<file path="config.mk">
export PLATFORM = sky130hd
export DESIGN_NAME = imem_loader
export DESIGN_NICKNAME = d
export VERILOG_FILES = /design/src/rtl/imem_loader_pkg.sv /design/src/rtl/imem_loader_word_packer.sv /design/src/rtl/imem_loader.sv
export SDC_FILE = /design/constraint.sdc
export NUM_CORES = 1
export LEC_CHECK = 0
export CORE_MARGIN = 4
export CORE_UTILIZATION = 30
export CTS_BUF_LIST = sky130_fd_sc_hd__clkbuf_2 sky130_fd_sc_hd__clkbuf_4 sky130_fd_sc_hd__clkbuf_8
export DETAILED_ROUTE_END_ITERATION = 6
export SKIP_LAST_GASP = 1
export SYNTH_ARGS = -nofsm -noshare
export SYNTH_HDL_FRONTEND = slang
export SYNTH_SLANG_ARGS = --single-unit
</file>
<file path="constraint.sdc">
create_clock -name clk -period 3.8 [get_ports clk]
set_input_delay 1.14 -clock clk [delete_from_list [all_inputs] [get_ports clk]]
set_output_delay 1.14 -clock clk [all_outputs]
set_load 0.01 [all_outputs]
</file>
<file path="src/rtl/imem_loader_pkg.sv">
// Shared types and frame constants for the instruction-memory boot loader.
package imem_pkg;

  typedef enum logic [2:0] {
    S_IDLE = 3'd0,
    S_LEN0 = 3'd1,
    S_LEN1 = 3'd2,
    S_DATA = 3'd3,
    S_CSUM = 3'd4,
    S_DONE = 3'd5,
    S_ERR  = 3'd6
  } state_t;

  localparam int LEN_BYTES  = 2;
  localparam int WORD_BYTES = 4;

endpackage

</file>
<file path="src/rtl/imem_loader_word_packer.sv">
// Collects bytes little-endian into 32-bit words; word_valid pulses the cycle
// after the fourth byte of a word is accepted.
module imem_word_packer
  import imem_pkg::*;
(
  input  logic        clk,
  input  logic        rst_n,
  input  logic        clear,
  input  logic        byte_valid,
  input  logic [7:0]  byte_data,
  output logic        last_lane,
  output logic        word_valid,
  output logic [31:0] word
);

  logic [1:0]  lane;
  logic [23:0] sr;

  assign last_lane = (lane == 2'(WORD_BYTES - 1));

  // Earlier bytes shift down so the first byte ends up in word[7:0].
  always_ff @(posedge clk or negedge rst_n) begin
    if (!rst_n) begin
      lane       <= '0;
      sr         <= '0;
      word       <= '0;
      word_valid <= 1'b0;
    end else begin
      word_valid <= 1'b0;
      if (clear) begin
        lane <= '0;
      end else if (byte_valid) begin
        if (last_lane) begin
          word       <= {byte_data, sr};
          word_valid <= 1'b1;
          lane       <= '0;
        end else begin
          sr   <= {byte_data, sr[23:8]};
          lane <= lane + 2'd1;
        end
      end
    end
  end

endmodule

</file>
<file path="src/rtl/imem_loader.sv">
// Boot-time loader: parses LEN/data/CSUM byte frames and writes words into
// instruction memory while holding the CPU via busy.
// Handshake: a byte moves only on a cycle where rx_valid && rx_ready; rx_ready
// depends on state alone, never on rx_valid.
module imem_loader
  import imem_pkg::*;
#(
  parameter int              XLEN      = 32,
  parameter int              DEPTH     = 1024,
  parameter logic [XLEN-1:0] BASE_ADDR = '0
) (
  input  logic            clk,
  input  logic            rst_n,
  input  logic            start,
  input  logic [7:0]      rx_data,
  input  logic            rx_valid,
  output logic            rx_ready,
  output logic            wr_en,
  output logic [XLEN-1:0] wr_addr,
  output logic [31:0]     wr_data,
  output logic            busy,
  output logic            done,
  output logic            err,
  output logic [15:0]     words_loaded
);

  localparam int LEN_W = 8 * LEN_BYTES;

  state_t           state;
  logic [7:0]       len_lo;
  logic [LEN_W-1:0] len;
  logic [7:0]       csum;
  logic             xfer;
  logic             start_ok;
  logic             last_lane;
  logic             word_valid;
  logic [31:0]      word;
  logic [LEN_W-1:0] len_full;

  assign rx_ready = (state == S_LEN0) || (state == S_LEN1) ||
                    (state == S_DATA) || (state == S_CSUM);
  assign busy     = rx_ready;
  assign xfer     = rx_valid && rx_ready;
  assign start_ok = start && ((state == S_IDLE) || (state == S_DONE) || (state == S_ERR));
  assign len_full = {rx_data, len_lo};

  imem_word_packer u_packer (
    .clk        (clk),
    .rst_n      (rst_n),
    .clear      (start_ok),
    .byte_valid (xfer && (state == S_DATA)),
    .byte_data  (rx_data),
    .last_lane  (last_lane),
    .word_valid (word_valid),
    .word       (word)
  );

  assign wr_en   = word_valid;
  assign wr_data = word;
  // words_loaded advances in the write cycle, so this is the pre-increment index.
  assign wr_addr = BASE_ADDR + (XLEN'(words_loaded) << 2);

  always_ff @(posedge clk or negedge rst_n) begin
    if (!rst_n) begin
      state        <= S_IDLE;
      len_lo       <= '0;
      len          <= '0;
      csum         <= '0;
      words_loaded <= '0;
      done         <= 1'b0;
      err          <= 1'b0;
    end else begin
      if (word_valid) words_loaded <= words_loaded + 16'd1;
      case (state)
        S_IDLE, S_DONE, S_ERR: begin
          if (start_ok) begin
            state        <= S_LEN0;
            done         <= 1'b0;
            err          <= 1'b0;
            csum         <= '0;
            words_loaded <= '0;
          end
        end
        S_LEN0: begin
          if (xfer) begin
            len_lo <= rx_data;
            csum   <= csum ^ rx_data;
            state  <= S_LEN1;
          end
        end
        S_LEN1: begin
          if (xfer) begin
            len  <= len_full;
            csum <= csum ^ rx_data;
            if (32'(len_full) > 32'(DEPTH)) begin
              state <= S_ERR;
              err   <= 1'b1;
            end else if (len_full == '0) begin
              state <= S_CSUM;
            end else begin
              state <= S_DATA;
            end
          end
        end
        S_DATA: begin
          if (xfer) begin
            csum <= csum ^ rx_data;
            // The previous word's write has always retired by a word's last byte.
            if (last_lane && (({1'b0, words_loaded} + 17'd1) == 17'(len))) state <= S_CSUM;
          end
        end
        S_CSUM: begin
          if (xfer) begin
            if (rx_data == csum) begin
              state <= S_DONE;
              done  <= 1'b1;
            end else begin
              state <= S_ERR;
              err   <= 1'b1;
            end
          end
        end
        default: state <= S_IDLE;
      endcase
    end
  end

endmodule

</file>
==> flow_summary.toml <==
[global_route]
grt-ovfl-total = 0
largest_net_degree_at_the_start_of_global_routing = 56
vias_in_the_first_global_route = 4117
grt_antenna_before_repair = 0
grt_first_pass_wirelength_um = 21200
groute.usage.overall_pct = 12.8

[place]
numPortBuffers = 80
dp_worst_setup_slack_ns = 0.465
detailed_place_hpwl_um = 9330
gp_congestion = 0.845

[finish]
final-seq-area_um2 = 2800
final_layout_size_suffix_gt1_share_pct = 13.9
finish.net_count = 634
multi_input_comb_area_um2 = 2430
fillCellCount = 1814
areaGrowthSynthToFinish_pct = 19.6
antenna_fix_cells = 0

[critical_path]
critical_path.reg2reg.startpoint = "words_loaded[0]$_DFF_PN0_"
critPathLaunchType = "flip-flop"
worst_setup_startpoint = "state[1]$_DFFE_PN0P_"
cell_chain_of_the_critical_path = "nor2_1 > xnor2_1 > clkdlybuf4s50_1"
worst_path_dominant_cell_family = "flip-flops"
worst-setup-path-type = "flip-flop to primary output"
cpPeakStageDelay_ns = 0.68
critical_path.slowest_cell = "sky130_fd_sc_hd__dfrtp_1"
critPathMaxFanout = 16
required_ns = 2.66
timing.critical_path.arrival_ns = 2.29
endpoint_kind = "primary output"
path_buf_inv = 1

[pwr]
vdd_drop_max_uv = 367
power_switching_share_pct = 34.7
share_seq_of_total_power_pct = 46.2
power_frac_clock_pct = 18.2
cellInternalPower_mw = 2.78
power_per_cell_area_nw_per_um2 = 636
comb_power_share_pct = 35.6
p_leak_nw = 2.91
power_switching_mw = 1.48

[sta]
post-route-period-util_pct = 90.2
finalHoldViolCount = 0
rsz0062_at_grt = "false"
timing.fmax_ghz = 0.292
maxSlewViolCount = 0
final_critical_path_setup_slack_ns = 0.374
setup_total_negative_slack_ns = 0
finalWorstPathRequiredPeriod_ns = 3.43
setup_viol_count_final = 0
finalClockSkew_ns = 0.0167
worst-slew-pin-transition_ns = 0.762
max_slew_headroom_pct = 49.2

[yosys]
seq_area_frac_synth_pct = 50.1
synth_warnings = 0
synth_commonest_cells = "sky130_fd_sc_hd__nand2_1, sky130_fd_sc_hd__dfrtp_1, sky130_fd_sc_hd__mux2_2"
synthArstFlopShare_pct = 100
synthDominantAreaCellType = "sky130_fd_sc_hd__dfrtp_1"
netlist-cell-type-count = 52
leading_cell_types_by_total_area_after_synthesis = "sky130_fd_sc_hd__dfrtp_1, sky130_fd_sc_hd__mux2_2, sky130_fd_sc_hd__nand2_1, sky130_fd_sc_hd__buf_4, sky130_fd_sc_hd__xnor2_1"
syn_inst = 560
yosys.area.top_type_share_pct = 50.1
synth_area_per_cell_um2 = 9.99
synth.cell_area_um2 = 5590
synth_enable_flop_cells = 0
synthFlopType = "sky130_fd_sc_hd__dfrtp_1"
yosysMostFrequentCell = "sky130_fd_sc_hd__nand2_1"
postSynthRegisterBits = 112

[drt]
avgViaCountPerCell = 4.78
route.antenna.remaining_nets = 0
drt-initial-drc-count = 182
drc = 0
drt_wl_total_um = 12800
route.vias.total = 4082
wl_per_cell_um = 15.0
detail_route.first_pass.iterations = 4

[die]
num_rows = 49
coreArea_um2 = 18100
initial_utilization_pct = 30.8
die-height_um = 145
floorplan.die_area_um2 = 20900
horiz_die_dim_um = 145
num_io_pins = 97

[cts]
cts-htree-levels = 3
cts_tree = "done"
cts.hold.buffers_added = 0
numCtsBuffers = 9
clockBufferDepth = 2
cts_root_buffer = "sky130_fd_sc_hd__clkbuf_8"
clkLatencyLatePin_ns = 0.39
post_cts_resized = 0
clkSlewWorstSetupHoldPaths_ns = 0.12
post-cts-setup-buffer-count = 0
cts.sinks = 112

[job]
max-cap-violations = 0

[min_path]
holdCritPathClass = "flip-flop to flip-flop"
worst_hold_startpoint = "u_packer.sr[3]$_DFFE_PN0P_"

[outcome]
result_of_the_run = "completed"
==> layout by cell type, fill, tap and decap left out, drive strengths merged, types with 5 or more instances in the layout <==
| master | instances |
|---|---|
| a21oi | 6 |
| a31oi | 8 |
| buf | 14 |
| clkbuf | 10 |
| clkdlybuf4s50 | 79 |
| conb | 16 |
| dfrtp | 112 |
| inv | 16 |
| mux2 | 49 |
| mux2i | 5 |
| nand2 | 115 |
| nand2b | 17 |
| nand3 | 10 |
| nand4 | 12 |
| nor2 | 43 |
| nor4 | 6 |
| o21ai | 25 |
| xnor2 | 26 |
| xor2 | 13 |
==> stage by stage <==
stage | power [mW] | std cells | util (%) | hold WS [ns] | area [um^2]
floorplan | 2.95 | 575 | - | 0.435 | 5650
global placement | 3.47 | 838 | 35.7 | 0.466 | 6470
detailed placement | 3.53 | 838 | 35.7 | 0.461 | 6470
CTS | 4.31 | 854 | 36.9 | 0.486 | 6690
global route | 4.57 | 854 | 36.9 | 0.522 | 6690
finish | 4.26 | 854 | 36.9 | 0.482 | 6690
==> worst paths after layout <==
kind	end	slack, ns	depth (start not counted)
setup / recovery	busy	0.37	3
hold / removal	u_packer.word[3]$_DFFE_PN0P_	0.48	2
setup reg to reg	state[0]$_DFFE_PN0P_	1.36	7
hold reg to reg	u_packer.word[3]$_DFFE_PN0P_	0.48	2
max in group asynchronous	u_packer.sr[20]$_DFFE_PN0P_	2.20	2
min in group asynchronous	words_loaded[2]$_DFF_PN0_	0.81	1
==> logic make-up after synthesis <==
kind of cell | share of synthesized area (%)
xor+xnor | 6.11
flops | 50.1
simple gates | 18.6
buf+inv | 7.47
mux | 10.8
fa+ha+maj | 0.447
compound gates | 6.44
other cells | 0.0671
==> routing by layer <==
layer	vias up	GRT usage (%)	part of all wire, %	wire, um
li1	1940	-	-	-
met1	1999	17.0	46	5860
met2	126	20.7	47	5950
met3	17	3.97	6.6	850
met4	0	2.55	1.0	129
met5	-	0	0	0
==> worst min-delay path: cells and delay by family (launching register included) <==
family	cells	cell delay, ns
DFF	1	0.36
and+or+nand+nor	2	0.10
==> registers in the layout, summed over array words and instances, names as in the netlist <==
name,count
csum,8
done,1
err,1
len,16
len_lo,8
state,3
u_packer.lane,2
u_packer.sr,24
u_packer.word,32
u_packer.word_valid,1
words_loaded,16
==> power by group through the flow <==
stage          clock network (mW)  logic (mW)  registers, mW
2_1_floorplan                   0        1.05           1.91
3_3_place_gp                    0        1.49           1.98
3_5_place_dp                    0        1.53           2.00
4_1_cts                     0.803        1.54           1.97
5_1_grt                     0.848        1.68           2.04
6_report                    0.775        1.52           1.97
==> cell type report <==
class                   instances  share of cell area [%]
clock buffers                  10                    2.06
clock inverters                 6                    1.20
inverters                      12                   0.673
multi-input cells             392                    36.3
flip-flops and latches        112                    41.9
well taps                     229                    4.28
repair buffers                 93                    13.6
No activity file was read; power rests on OpenSTA's default activity.
